[src/rtl/imem_loader_pkg.sv]
// Shared types and constants for the boot-time instruction memory loader.
// The IMEM_LOADER_CHECKSUM_EN macro adds the CSUM state to the enum.
package imem_loader_pkg;

    localparam int LEN_BYTES  = 4;
    localparam int WORD_BYTES = 4;

    typedef enum logic [2:0] {
        ST_IDLE = 3'd0,
        ST_LEN  = 3'd1,
        ST_LOAD = 3'd2,
`ifdef IMEM_LOADER_CHECKSUM_EN
        ST_CSUM = 3'd3,
`endif
        ST_DONE = 3'd4,
        ST_ERR  = 3'd5
    } loader_state_t;

endpackage

[src/rtl/imem_loader_byte_packer.sv]
// Little-endian byte-to-word assembler shared by the length, payload and checksum fields.
// word_valid_o pulses combinationally on the transfer that carries the last byte of a word.
module byte_packer
    import imem_loader_pkg::*;
#(
    parameter int N_BYTES = WORD_BYTES
) (
    input  logic                   clk,
    input  logic                   rst,
    input  logic                   clear_i,
    input  logic                   byte_en_i,
    input  logic [7:0]             byte_i,
    output logic                   word_valid_o,
    output logic [8*N_BYTES-1:0]   word_o
);

    localparam int CW = (N_BYTES > 1) ? $clog2(N_BYTES) : 1;

    logic [CW-1:0]          cnt_q, cnt_d;
    logic [8*N_BYTES-1:0]   shift_q, shift_d;
    logic                   lastByte;

    assign lastByte     = (cnt_q == CW'(N_BYTES - 1));
    assign word_o       = {byte_i, shift_q[8*N_BYTES-1:8]};
    assign word_valid_o = byte_en_i && lastByte && !clear_i;

    always_comb begin
        cnt_d   = cnt_q;
        shift_d = shift_q;
        if (clear_i) begin
            cnt_d   = '0;
            shift_d = '0;
        end else if (byte_en_i) begin
            shift_d = {byte_i, shift_q[8*N_BYTES-1:8]};
            cnt_d   = lastByte ? '0 : cnt_q + 1'b1;
        end
    end

    always_ff @(posedge clk or posedge rst) begin
        if (rst) begin
            cnt_q   <= '0;
            shift_q <= '0;
        end else begin
            cnt_q   <= cnt_d;
            shift_q <= shift_d;
        end
    end

endmodule

[src/rtl/imem_loader.sv]
// Streams a length-prefixed little-endian program image into imem and holds the core in reset until done.
// Define IMEM_LOADER_CHECKSUM_EN to require a trailing 32-bit checksum of the written words.
module imem_loader
    import imem_loader_pkg::*;
#(
    parameter int N_WORDS = 20,
    parameter int AW      = (N_WORDS > 1) ? $clog2(N_WORDS) : 1
) (
    input  logic          clk,
    input  logic          rst,
    input  logic          start_i,
    input  logic [7:0]    byte_i,
    input  logic          byte_valid_i,
    output logic          byte_ready_o,
    output logic          imem_we_o,
    output logic [AW-1:0] imem_addr_o,
    output logic [31:0]   imem_wdata_o,
    output logic          core_rst_o,
    output logic          done_o,
    output logic          err_o,
    output logic [AW:0]   word_cnt_o
);

    loader_state_t  state_q, state_d;
    logic           ready_q, ready_d;
    logic           we_q, we_d;
    logic [AW-1:0]  addr_q, addr_d;
    logic [31:0]    wdata_q, wdata_d;
    logic [AW:0]    cnt_q, cnt_d;
    logic [31:0]    len_q, len_d;
    logic           finish_q, finish_d;
`ifdef IMEM_LOADER_CHECKSUM_EN
    logic [31:0]    csum_q, csum_d;
`endif

    logic           startAccept;
    logic           byteEn;
    logic           wordValid;
    logic [31:0]    word;
    logic [31:0]    cntInc;

    assign startAccept = start_i &&
                         ((state_q == ST_IDLE) || (state_q == ST_DONE) || (state_q == ST_ERR));
    assign byteEn      = byte_valid_i && ready_q;
    assign cntInc      = 32'(cnt_q) + 32'd1;

    byte_packer #(
        .N_BYTES      (WORD_BYTES)
    ) u_packer (
        .clk          (clk),
        .rst          (rst),
        .clear_i      (startAccept),
        .byte_en_i    (byteEn),
        .byte_i       (byte_i),
        .word_valid_o (wordValid),
        .word_o       (word)
    );

    // After the last payload word the FSM lingers one cycle in LOAD with ready low,
    // so the final write strobe never overlaps the core being released.
    always_comb begin
        state_d  = state_q;
        we_d     = 1'b0;
        addr_d   = addr_q;
        wdata_d  = wdata_q;
        cnt_d    = cnt_q;
        len_d    = len_q;
        finish_d = finish_q;
`ifdef IMEM_LOADER_CHECKSUM_EN
        csum_d   = csum_q;
`endif
        case (state_q)
            ST_IDLE, ST_DONE, ST_ERR: begin
                if (startAccept) begin
                    state_d  = ST_LEN;
                    cnt_d    = '0;
                    finish_d = 1'b0;
`ifdef IMEM_LOADER_CHECKSUM_EN
                    csum_d   = '0;
`endif
                end
            end
            ST_LEN: begin
                if (wordValid) begin
                    len_d = word;
                    if (word == 32'd0) begin
                        state_d = ST_DONE;
                    end else if (word > 32'(N_WORDS)) begin
                        state_d = ST_ERR;
                    end else begin
                        state_d = ST_LOAD;
                    end
                end
            end
            ST_LOAD: begin
                if (finish_q) begin
                    finish_d = 1'b0;
`ifdef IMEM_LOADER_CHECKSUM_EN
                    state_d  = ST_CSUM;
`else
                    state_d  = ST_DONE;
`endif
                end else if (wordValid) begin
                    we_d    = 1'b1;
                    addr_d  = cnt_q[AW-1:0];
                    wdata_d = word;
                    cnt_d   = cnt_q + 1'b1;
`ifdef IMEM_LOADER_CHECKSUM_EN
                    csum_d  = csum_q + word;
`endif
                    if (cntInc == len_q) begin
                        finish_d = 1'b1;
                    end
                end
            end
`ifdef IMEM_LOADER_CHECKSUM_EN
            ST_CSUM: begin
                if (wordValid) begin
                    state_d = (word == csum_q) ? ST_DONE : ST_ERR;
                end
            end
`endif
            default: begin
                state_d = ST_IDLE;
            end
        endcase

        ready_d = ((state_d == ST_LEN) || (state_d == ST_LOAD)
`ifdef IMEM_LOADER_CHECKSUM_EN
                   || (state_d == ST_CSUM)
`endif
                  ) && !finish_d;
    end

    always_ff @(posedge clk or posedge rst) begin
        if (rst) begin
            state_q  <= ST_IDLE;
            ready_q  <= 1'b0;
            we_q     <= 1'b0;
            addr_q   <= '0;
            wdata_q  <= '0;
            cnt_q    <= '0;
            len_q    <= '0;
            finish_q <= 1'b0;
`ifdef IMEM_LOADER_CHECKSUM_EN
            csum_q   <= '0;
`endif
        end else begin
            state_q  <= state_d;
            ready_q  <= ready_d;
            we_q     <= we_d;
            addr_q   <= addr_d;
            wdata_q  <= wdata_d;
            cnt_q    <= cnt_d;
            len_q    <= len_d;
            finish_q <= finish_d;
`ifdef IMEM_LOADER_CHECKSUM_EN
            csum_q   <= csum_d;
`endif
        end
    end

    assign byte_ready_o = ready_q;
    assign imem_we_o    = we_q;
    assign imem_addr_o  = addr_q;
    assign imem_wdata_o = wdata_q;
    assign word_cnt_o   = cnt_q;
    assign core_rst_o   = (state_q != ST_DONE);
    assign done_o       = (state_q == ST_DONE);
    assign err_o        = (state_q == ST_ERR);

endmodule

[config.mk]
export PLATFORM = sky130hd
export DESIGN_NAME = imem_loader
export DESIGN_NICKNAME = d
export VERILOG_FILES = /design/src/rtl/imem_loader_pkg.sv /design/src/rtl/imem_loader_byte_packer.sv /design/src/rtl/imem_loader.sv
export SDC_FILE = /design/constraint.sdc
export NUM_CORES = 1
export LEC_CHECK = 0
export BUFFER_PORTS_ARGS = -buffer_cell sky130_fd_sc_hd__buf_2
export CORE_MARGIN = 2
export CORE_UTILIZATION = 54
export CTS_CLUSTER_DIAMETER = 60
export DETAILED_ROUTE_END_ITERATION = 10
export PLACE_DENSITY_LB_ADDON = 0.3
export SLEW_MARGIN = 20
export SYNTH_ARGS = -nofsm -noshare
export SYNTH_HDL_FRONTEND = slang
export SYNTH_HIERARCHICAL = 1
export SYNTH_SLANG_ARGS = --single-unit
export TNS_END_PERCENT = 100
[constraint.sdc]
create_clock -name clk -period 6.7 [get_ports clk]
set_input_delay 0.335 -clock clk [delete_from_list [all_inputs] [get_ports clk]]
set_output_delay 0.335 -clock clk [all_outputs]
set_load 0.005 [all_outputs]
---- Word level (Yosys, flattened, before mapping) ----
Index checks and enable logic that the tools add are counted.
storage, ports and cells
  bits in registers ....................... 115
  output and inout port bits .............. 48
operators by class
  add/subtract/negate cells ............... 3
  magnitude comparators ................... 1
  equal/unequal tests ..................... 12
  muxes and demuxes ....................... 23
  bitwise logic cells ..................... 1
  reduce and logical (&&, ||, !) cells .... 18
operators with widths
  kind                   number
  $mux W32               2
  $eq A7 B32 Y1          1
  $gt A32 B5 Y1 const B  1
  $logic_not A32 Y1      1
  $mux W6                3
  $mux W3                5
  $pmux W6 S2            1
  $pmux W3 S3            1
  $add A6 B1 Y7 const B  1
  $mux W1                7
  $add A6 B1 Y6 const B  1
  $eq A3 B1 Y1 const B   2
  $eq A3 B2 Y1 const B   2
  $eq A3 B3 Y1 const B   2
  $mux W2                3
  $logic_and A1 B1 Y1    5
  $ne A2 B1 Y1 const B   2
  $reduce_and A4 Y1      1
  $reduce_bool A2 Y1     2
  $logic_not A3 Y1       1
  $logic_or A1 B1 Y1     3
  $ne A3 B3 Y1 const B   1
  $reduce_and A3 Y1      1
  $reduce_or A3 Y1       1
  other kinds (7)        8

---- Longest topological paths before layout ----
Gate-level depths: netlist of run 1.
  depth in word-level cells ............... 11
  gate-level depth with buffers ........... 12
  gate-level depth less buffers ........... 9

---- Hierarchy ----
The synthesis of run 1 kept the hierarchy.
by module, submodules not included
  module       instances  cells an instance  area each (um2)  sequential area each (um2)
  imem_loader  1          263                3649.8           2026.9
  byte_packer  1          96                 1159.9           650.6

---- Worst setup path after synthesis of run 1 ----
Ideal clock, no wire load.
  path type ............................... register -> register
  from .................................... reg state_q[2]
  to ...................................... reg len_q[0]
  arrival ................................. 2.369 ns
  data required time ...................... 6.575 ns
  setup slack ............................. 4.206 ns
  cell stages (with the launch flop) ...... 12
  clock period less this slack ............ 2.494 ns
  path through ............................ dfrtp_1 > buf_6 > nand2b_1 > nand2_1 > inv_1 > buf_2 > buf_2 > nor2_1 > inv_1 > nor3_4 > buf_4 > mux2_2
between the ends
  word-level cells in the longest chain between the ends .. 7
ends and longest elaborated chain
  item                                                     RTL line                       text
  from (decl)                                              imem_loader.sv:24              loader_state_t state_q, state_d;
  from (signal assigned)                                   imem_loader.sv:149             state_q <= state_d;
  $eq A3 B3 Y1 / $logic_not A3 Y1 (equally long branches)  imem_loader.sv:43              ((state_q == ST_IDLE) || (state_q == ST_DONE) || (state_q == ST_ERR));
  $logic_or A1 B1 Y1                                       imem_loader.sv:43
  $logic_or A1 B1 Y1 (*)                                   imem_loader.sv:43
  $logic_and A1 B1 Y1 (*)                                  imem_loader.sv:42              assign startAccept = start_i &&
  via startAccept                                          imem_loader.sv:36              logic startAccept;
  $logic_not A1 Y1 (*)                                     imem_loader_byte_packer.sv:25  assign word_valid_o = byte_en_i && lastByte && !clear_i;
  $logic_and A1 B1 Y1 (*)                                  imem_loader_byte_packer.sv:25
  via wordValid                                            imem_loader.sv:38              logic wordValid;
  $reduce_and A2 Y1 (no line) (*)                          -
  to (signal assigned)                                     imem_loader.sv:155             len_q <= len_d;
  to (decl)                                                imem_loader.sv:30              logic [31:0] len_q, len_d;
The timed path passes the listed nets; every way through them passes the cells marked *.
A chain may end at the register's enable or synchronous reset.

---- Final worst setup path of run 1 ----
  from .................................... reg state_q[1]
  to ...................................... reg wdata_q[0] (netlist: imem_wdata_o[0])
between the ends
  word-level cells in the longest chain between the ends .. 7
ends and longest elaborated chain
  item                                                     RTL line                       text
  $eq A3 B3 Y1 / $logic_not A3 Y1 (equally long branches)  imem_loader.sv:43
  $logic_or A1 B1 Y1                                       imem_loader.sv:43
  $logic_or A1 B1 Y1 (*)                                   imem_loader.sv:43
  $logic_and A1 B1 Y1 (*)                                  imem_loader.sv:42
  via startAccept                                          imem_loader.sv:36
  $logic_not A1 Y1 (*)                                     imem_loader_byte_packer.sv:25
  $logic_and A1 B1 Y1 (*)                                  imem_loader_byte_packer.sv:25
  via wordValid                                            imem_loader.sv:38
  $reduce_and A3 Y1 (no line) (*)                          -
  to (signal assigned)                                     imem_loader.sv:153             wdata_q <= wdata_d;
  to (decl)                                                imem_loader.sv:28              logic [31:0] wdata_q, wdata_d;
Marked as above.

==> results of run 1 <==
[routing by layer]
layer  up-vias  GRT usage [%]
li1       1359              -
met1      1484           30.1
met2        60           31.4
met3        10           2.86
met4         0           7.90
met5         -              0
[cell usage in the layout, fill, tap and decap left out, types with 3 or more instances in the layout]
master,n
xor2_1,6
buf_2,59
mux2i_1,25
nor3_1,3
clkinv_2,4
mux2_1,4
nor4_1,13
nand4_1,4
o21ai_0,11
mux2_4,25
xnor2_1,4
nand3_1,5
buf_4,3
nand2b_1,3
nor3b_1,3
clkbuf_8,11
nor2_1,31
mux2_2,40
dfrtp_1,107
inv_1,7
nand2_1,7
a21oi_1,4
[sequential cells by signal, summed over array words and instances, names as in the netlist]
signal,flops
imem_wdata_o,32
len_q,32
u_packer/shift_q,24
word_cnt_o,6
imem_addr_o,5
state_q,3
u_packer/cnt_q,2
byte_ready_o,1
finish_q,1
imem_we_o,1
[power groups by stage]
| stage | registers [W] | clock network (W) | logic, W |
|---|---|---|---|
| detailed placement | 0.00101 | 0 | 0.000424 |
| global route | 0.00102 | 0.000438 | 0.000471 |
| CTS | 0.000998 | 0.000408 | 0.000429 |
| floorplan | 0.000932 | 0 | 0.000386 |
| global placement | 0.000998 | 0 | 0.000405 |
| finish | 0.000995 | 0.000403 | 0.000426 |
[path summary, 6_finish.rpt]
path / end / slack, ns / startpoint / cells past startpoint
worst max-delay path: imem_wdata_o[0] / 3.42 / state_q[1] / 7
worst max register to register: imem_wdata_o[0] / 3.42 / state_q[1] / 7
worst min-delay path: imem_wdata_o[10] / 0.03 / rst / 2
worst min register to register: imem_addr_o[1] / 0.50 / imem_addr_o[1] / 1
min in group clk: len_q[27] / 0.26 / byte_i[3] / 2
max in group asynchronous: imem_we_o / 5.70 / rst / 3
[area by class of cell]
class,instances,area (um^2)
Sequential cell,107,2680
Tap cell,108,135
Clock buffer,12,155
Clock inverter,4,48.8
Multi-Input combinational cell,218,1880
Timing Repair Buffer,62,318
Inverter,9,36.3
Fill cell,720,3430
[cell families (layout without fill, tap and decap cells)]
| group | count (synthesis) | count (layout) | synth area share [%] |
|---|---|---|---|
| fa+ha+maj | 2 | 2 | 0.520 |
| buf+inv | 34 | 87 | 5.31 |
| flops | 107 | 107 | 55.7 |
| xor+xnor | 10 | 10 | 1.82 |
| compound gates | 28 | 28 | 3.62 |
| mux | 94 | 94 | 23.3 |
| simple gates | 84 | 84 | 9.76 |
[per-stage QoR]
stage | power (W) | util (%)
finish | 0.00182 | 60.5
global route | 0.00193 | 60.5
CTS | 0.00183 | 60.5
detailed placement | 0.00143 | 58.1
global placement | 0.00140 | 58.1
floorplan | 0.00132 | -
==> flow_metrics.tcl, run 1 <==
set metrics [dict create \
    status "complete, no violations" \
    share_comb_of_total_power_pct 23.4 \
    synthCells 359 \
    ctsLongestPathBuffers 2 \
    pre_cts_worst_setup_slack_ns 3.48 \
    finalWirelength_um 9330 \
    buffering_stage_count_on_the_worst_path_with_inverters_included 2 \
    max_stage_delay_ns 0.63 \
    num_antenna_cells 0 \
    yosysUniqueCellTypes 48 \
    clock_slew_seen_by_the_registers_of_the_worst_setup_and_hold_paths_ns 0.10 \
    ctsResizeCount 0 \
    core_um2 8680 \
    detail_route.first_pass.iterations 4 \
    synth.area.top_cells "dfrtp_1 56%, mux2_2 9.4%, mux2_4 7.8%" \
    power_density_cells_nw_per_um2 347 \
    antenna_violations_before_repair 0 \
    clock_latency_ns 0.37 \
    post_cts_setup_buffers 0 \
    cts_tree "done" \
    gr-usage-all-layers_pct 20.5 \
    netlist_area_um2 4810 \
    timing.max_slew.rel_slack_pct 36.3 \
    crit_path_max_fanout 33 \
    num_io_pins 60 \
    routed-wl-met3_um 332 \
    yosys_warnings 6 \
    yosysMostFrequentCell "dfrtp_1" \
    async_reset_ff_share_pct 100 \
    tritoncts.num_buffers 9 \
    fin_crit_ns 3.28 \
    instances_no_fill 520 \
    fmax_ghz 0.305 \
    power.ir.vdd_worst_mv 0.151 \
    cts_num_sinks 107 \
    avg_synthesized_cell_area_um2 13.4 \
    wire_per_inst_um 17.9 \
    cts-htree-levels 3 \
    cts_root_buf "clkbuf_8" \
    cp-end-kind "flip-flop" \
    power.share.sequential_pct 54.6 \
    cpLargestDelayFamily "simple AND/OR/NAND/NOR gates" \
    worst_path_max_delay_cell "inv_1" \
    first_global_vias 2905 \
    syn2layout_area_growth_pct 9.11 \
    post_drt_via_cell_ratio 5.60 \
    clock_power_share_pct 22.1 \
    setup.worst_path.start_class "flip-flop" \
    synth_commonest_cells "107 x dfrtp_1, 40 x mux2_2, 31 x nor2_1" \
    mappedNetlistNets 373 \
    seq_area_frac_synth_pct 55.7 \
    postCtsHoldBufs 0 \
    ys_dominant_reg_cell "dfrtp_1" \
    initial_utilization_pct 55.4 \
    grt_setup_unrepaired "no" \
    hold_viol_final 0 \
    synth-seq-cells 107 \
    detailed_place_hpwl_um 6460 \
    nNetsFinal 421 \
    place.port_buffers 59 \
    wirelength_met1_um 4430 \
    drt_iter0_drc 90 \
    worstSetupPathType "reg2reg" \
    grt_max_degree 45 \
    worst_path_arrival_time_ns 3.54 \
    cells_traversed_along_the_worst_timing_path "nor2b_1 > nand2_1 > inv_1 > nor2_1 > nand2_4 > clkinv_2 > mux2_1" \
    period_share_pct 48.9 \
    grt_pass1_wl_um 15500 \
    placed_area_um2 5040 \
    worstPathRequired_ns 6.96 \
    tightestPinTransition_ns 0.954 \
    fp-row-count 34 \
    fin_hold_ws_ns 0.0292 \
    routabilityCongestion 0.800 \
    route.detailed.drc 0 \
    dominant_cell_type_by_area_after_synthesis "dfrtp_1" \
    synth_largest_type_area_fraction_pct 55.7 \
    topRoutingLayerUsed "met4" \
    floorplan.die.height_um 98.4 \
    wl_met2_um 4440 \
    detailroute.via_count 2913 \
    grt_total_ovfl 0 \
    fin_worst_skew_ns 0.0113 \
    internal_cell_power_w 0.00123 \
    leakagePower_nw 2.73 \
    share_of_cells_above_drive_strength_1_pct 36.2 \
    timing.final.setup_violations 0 \
    post_synth_edffs 0 \
    die_width_um 98.4 \
    placed_cells 504 \
    fin_tns_setup_ns 0 \
    floorplan.die_area_um2 9680 \
    switching_share_pct 32.3 \
    final_cell_area_um2 5250 \
    ant_nets 0 \
    post-route-worst-setup-slack_ns 3.42 \
    hold_path.class "in2async" \
    slew_violations 0 \
    drv_cap 0 \
    psw_w 0.000589 \
]
(Power assumes the default switching activity.)
==> run 2: changes to the inputs <==
==> constraint.sdc (replaced) <==
create_clock -name clk -period 3.13 [get_ports clk]
set_input_delay 0.1565 -clock clk [delete_from_list [all_inputs] [get_ports clk]]
set_output_delay 0.1565 -clock clk [all_outputs]
set_load 0.005 [all_outputs]
==> flow_metrics.tcl, run 2 (same netlist as run 1, synthesis figures left out) <==
set metrics [dict create \
    status "complete, no violations" \
    worst_path_max_delay_cell "dfrtp_1" \
    cts-htree-levels 3 \
    syn2layout_area_growth_pct 9.42 \
    cts_tree "done" \
    place.port_buffers 59 \
    clock_slew_seen_by_the_registers_of_the_worst_setup_and_hold_paths_ns 0.10 \
    cells_traversed_along_the_worst_timing_path "nand2b_1 > nand2_1 > inv_1 > nor2_1 > inv_1 > nor3_4 > buf_4 > mux2_2" \
    most_common_cell_after_layout_fill_and_taps_aside "dfrtp_1" \
    layout.cells.most_common_list "107 x dfrtp_1, 59 x buf_2, 40 x mux2_2" \
    fmax_ghz 0.397 \
    ctsResizeCount 0 \
    worstSetupPathType "reg2reg" \
    nNetsFinal 425 \
    power_density_cells_nw_per_um2 731 \
    core_um2 8680 \
    timing.max_slew.rel_slack_pct 37.7 \
    tightestPinTransition_ns 0.928 \
    cts_root_buf "clkbuf_8" \
    finalWirelength_um 9420 \
    initial_utilization_pct 55.4 \
    cts_num_sinks 107 \
    placed_area_um2 5070 \
    fin_crit_ns 2.52 \
    placed_cells 507 \
    max_stage_delay_ns 0.51 \
    grt_max_degree 37 \
    worstPathRequired_ns 3.39 \
    drv_cap 0 \
    setup.worst_path.start_class "flip-flop" \
    fin_worst_skew_ns 0.00767 \
    die_width_um 98.4 \
    clock_latency_ns 0.36 \
    crit_path_max_fanout 35 \
    floorplan.die_area_um2 9680 \
    share_of_cells_above_drive_strength_1_pct 36.8 \
    post_drt_via_cell_ratio 5.64 \
    fin_tns_setup_ns 0 \
    routabilityCongestion 0.970 \
    leakagePower_nw 2.72 \
    postCtsHoldBufs 1 \
    num_antenna_cells 0 \
    route.detailed.drc 0 \
    ctsLongestPathBuffers 2 \
    ant_nets 0 \
    slew_violations 0 \
    antenna_violations_before_repair 0 \
    detail_route.first_pass.iterations 4 \
    hold_path.class "in2reg" \
    detailed_place_hpwl_um 6610 \
    fp-row-count 34 \
    hold_viol_final 0 \
    floorplan.die.height_um 98.4 \
    grt_total_ovfl 0 \
    detailroute.via_count 2956 \
    timing.final.setup_violations 0 \
    num_io_pins 60 \
    period_share_pct 80.6 \
    worst_path_arrival_time_ns 2.78 \
    power.ir.vdd_worst_mv 0.381 \
    grt_setup_unrepaired "no" \
    final_cell_area_um2 5260 \
    grt_pass1_wl_um 15600 \
    first_global_vias 2903 \
    instances_no_fill 524 \
    timing.critical_path.mode_cell "inv_1" \
    post_cts_setup_buffers 0 \
    cp-end-kind "flip-flop" \
    drt_iter0_drc 150 \
    wire_per_inst_um 18.0 \
    tritoncts.num_buffers 9 \
    gr-usage-all-layers_pct 20.6 \
]
[run 2: stage by stage]
stage	utilization (%)	total power (W)	hold slack [ns]	setup WS [ns]
after floorplan	-	0.00282	0.197	0.636
after global placement	58.4	0.00302	0.122	0.793
after detailed placement	58.4	0.00308	0.128	0.663
after CTS	60.6	0.00387	0.0569	0.648
after global routing	60.6	0.00408	0.0607	0.453
final	60.6	0.00385	0.0654	0.609
[run 2: cell type report]
cell class              instances  area [um^2]
inverters                       9         36.3
repair buffers                 66          350
clock inverters                 6         48.8
clock buffers                  10          138
fillers                       720         3420
flip-flops and latches        107         2680
multi-input cells             218         1880
well taps                     108          135
[run 2: where the power goes]
group	internal, W	switching [W]
sequential	0.00175	0.000380
clock	0.000320	0.000480
combinational	0.000480	0.000434
[run 2: critical path: cells and delay by family, from the launching register on]
kind,cells,cell delay (ns)
buffers and inverters,3,0.62
flip-flops,1,0.51
multiplexers,1,0.39
AND/OR/NAND/NOR,4,0.86
[run 2: per-layer routing]
metal / wire, um / GRT usage [%] / vias to the layer above
met5: 0 / 0 / -
met4: 109 / 6.64 / 0
met3: 375 / 3.15 / 9
met2: 4390 / 31.0 / 72
met1: 4550 / 30.9 / 1508
li1: - / - / 1367
[run 2: worst paths after layout]
path                                     start          endpoint  slack, ns  depth (start not counted)
worst max-delay path                state_q[2]         len_q[22]       0.61                          8
max in group asynchronous                  rst          finish_q       2.07                          4
min in group asynchronous                  rst         len_q[20]       0.29                          3
worst min-delay path                 byte_i[3]  imem_wdata_o[27]       0.07                          2
worst max register to register      state_q[2]         len_q[22]       0.61                          8
worst min register to register  imem_addr_o[3]    imem_addr_o[3]       0.49                          1
==> run 3: changes to the inputs <==
--- a/config.mk
+++ b/config.mk
@@ -5,9 +5,10 @@
 export SDC_FILE = /design/constraint.sdc
 export NUM_CORES = 1
 export LEC_CHECK = 0
+export ABC_AREA = 1
 export BUFFER_PORTS_ARGS = -buffer_cell sky130_fd_sc_hd__buf_2
 export CORE_MARGIN = 2
-export CORE_UTILIZATION = 54
+export CORE_UTILIZATION = 52
 export CTS_CLUSTER_DIAMETER = 60
 export DETAILED_ROUTE_END_ITERATION = 10
 export PLACE_DENSITY_LB_ADDON = 0.3
==> constraint.sdc (replaced) <==
create_clock -name clk -period 2.04 [get_ports clk]
set_input_delay 0.102 -clock clk [delete_from_list [all_inputs] [get_ports clk]]
set_output_delay 0.102 -clock clk [all_outputs]
set_load 0.005 [all_outputs]
==> flow_metrics.tcl, run 3 <==
set metrics [dict create \
    status "complete, no violations" \
    place.port_buffers 59 \
    tightestPinTransition_ns 0.572 \
    ctsLongestPathBuffers 2 \
    fin_tns_setup_ns 0 \
    die_width_um 99.6 \
    timing.final.setup_violations 0 \
    synthCells 573 \
    reg2reg_depth 12 \
    fin_crit_ns 1.91 \
    post_synth_edffs 0 \
    most_common_cell_after_layout_fill_and_taps_aside "nand2_1" \
    fmax_ghz 0.523 \
    post-route-worst-setup-slack_ns 0.128 \
    wire_per_inst_um 14.1 \
    yosysUniqueCellTypes 29 \
    detailed_place_hpwl_um 7340 \
    pre_cts_worst_setup_slack_ns 0.0717 \
    drt_iter0_drc 278 \
    initial_utilization_pct 54.0 \
    seq_area_frac_synth_pct 56.3 \
    synth-seq-cells 107 \
    cp-end-kind "flip-flop" \
    holdPathStages 3 \
    fp-row-count 34 \
    ant_nets 0 \
    layout.cells.most_common_list "230 x nand2_1, 107 x dfrtp_1, 59 x buf_2" \
    instances_no_fill 739 \
    synth.area.top_cells "dfrtp_1 56%, nand2_1 18%, nand3_1 4.5%" \
    crit_path_max_fanout 28 \
    post_cts_setup_buffers 0 \
    tritoncts.num_buffers 9 \
    power.ir.vdd_worst_mv 0.574 \
    worstSetupPathType "reg2reg" \
    routabilityCongestion 0.855 \
    num_antenna_cells 0 \
    first_global_vias 3639 \
    netlist_area_um2 4760 \
    antenna_violations_before_repair 0 \
    clock_latency_ns 0.37 \
    dominant_cell_type_by_area_after_synthesis "dfrtp_1" \
    grt_max_degree 82 \
    power_density_cells_nw_per_um2 1100 \
    drv_cap 0 \
    yosysMostFrequentCell "nand2_1" \
    cts-htree-levels 3 \
    share_of_cells_above_drive_strength_1_pct 15.5 \
    synth_largest_type_area_fraction_pct 56.3 \
    nNetsFinal 640 \
    timing.critical_path.mode_cell "nor2_1" \
    worst_path_arrival_time_ns 2.18 \
    detailroute.via_count 3790 \
    core_um2 8810 \
    detail_route.first_pass.iterations 6 \
    grt_total_ovfl 0 \
    hold_path.class "in2reg" \
    async_reset_ff_share_pct 100 \
    clock_slew_seen_by_the_registers_of_the_worst_setup_and_hold_paths_ns 0.10 \
    placed_cells 722 \
    fin_worst_skew_ns 0.0112 \
    leakagePower_nw 2.90 \
    grt_setup_unrepaired "yes" \
    setup.worst_path.start_class "flip-flop" \
    worstPathRequired_ns 2.31 \
    route.detailed.drc 0 \
    cts_root_buf "clkbuf_8" \
    cts_tree "done" \
    timing.max_slew.rel_slack_pct 61.8 \
    cells_traversed_along_the_worst_timing_path "inv_1 > nor2_2 > nor3_1 > nor2_1 > nand4_2 > buf_6 > nor2_2 > nand3_1 > nor2_1 > nand4_1 > nand2_1 > nor2_1" \
    ys_dominant_reg_cell "dfrtp_1" \
    period_share_pct 93.7 \
    worst_path_max_delay_cell "dfrtp_1" \
    finalWirelength_um 10400 \
    floorplan.die.height_um 99.6 \
    max_stage_delay_ns 0.40 \
    yosys_warnings 6 \
    floorplan.die_area_um2 9930 \
    num_io_pins 60 \
    avg_synthesized_cell_area_um2 8.30 \
    slew_violations 0 \
    mappedNetlistNets 587 \
    syn2layout_area_growth_pct 11.4 \
    hold_viol_final 0 \
    cts_num_sinks 107 \
    gr-usage-all-layers_pct 22.8 \
    grt_pass1_wl_um 17900 \
    synth_commonest_cells "230 x nand2_1, 107 x dfrtp_1, 46 x inv_1" \
    post_drt_via_cell_ratio 5.13 \
]
run 3: path summary, 6_finish.rpt:
kind                                   endpoint  slack (ns)              from
max                                byte_ready_o        0.13        state_q[0]
min                                   len_q[29]        0.01         byte_i[5]
max reg2reg                        byte_ready_o        0.13        state_q[0]
min reg2reg                    imem_wdata_o[30]        0.48  imem_wdata_o[30]
max in group asynchronous             imem_we_o        1.31               rst
min in group asynchronous  u_packer/shift_q[11]        0.35               rst
run 3: timing repair:
action	in CTS	in global routing
endpoints found under the hold margin	107	0
hold buffers	1	0
endpoints found under the setup margin	0	33
resized for setup	0	3
run 3: layout make-up:
type / count / area (um^2)
Clock inverter: 4 / 50.0
Tap cell: 108 / 135
Inverter: 49 / 190
Fill cell: 800 / 3510
Multi-Input combinational cell: 387 / 1680
Clock buffer: 12 / 145
Timing Repair Buffer: 72 / 424
Sequential cell: 107 / 2680
run 3: cell families after synthesis:
group | synth area share [%]
AND/OR/NAND/NOR | 28.6
flip-flops | 56.3
buffers and inverters | 8.44
AO/OA/AOI/OAI | 6.18
adder cells (fa/ha/maj) | 0.526
run 3: routing by layer:
metal	track usage, %	wire [um]
met1	33.1	5010
met2	35.6	4850
met3	4.01	454
met4	6.43	121
met5	0	0
run 3: per-stage QoR:
step	hold slack, ns	power [W]	area, um^2	utilization (%)
final	0.0138	0.00585	5300	60.2
after detailed placement	0.210	0.00456	5090	57.8
after global routing	0.0106	0.00628	5300	60.2
after global placement	0.201	0.00449	5090	57.8
after floorplan	0.142	0.00413	4760	-
after CTS	0.00493	0.00586	5290	60.1
run 3: power by group:
part           internal, W  switching (W)  leakage, nW
Sequential         0.00262       0.000449         1.42
Clock             0.000601       0.000706       0.0926
Combinational     0.000518       0.000952         1.38
run 3: critical path, delay by kind of cell (launching register included):
kind | cells | cell delay (ns)
AND/OR/NAND/NOR | 10 | 1.12
flip-flops | 1 | 0.40
buffers and inverters | 2 | 0.28
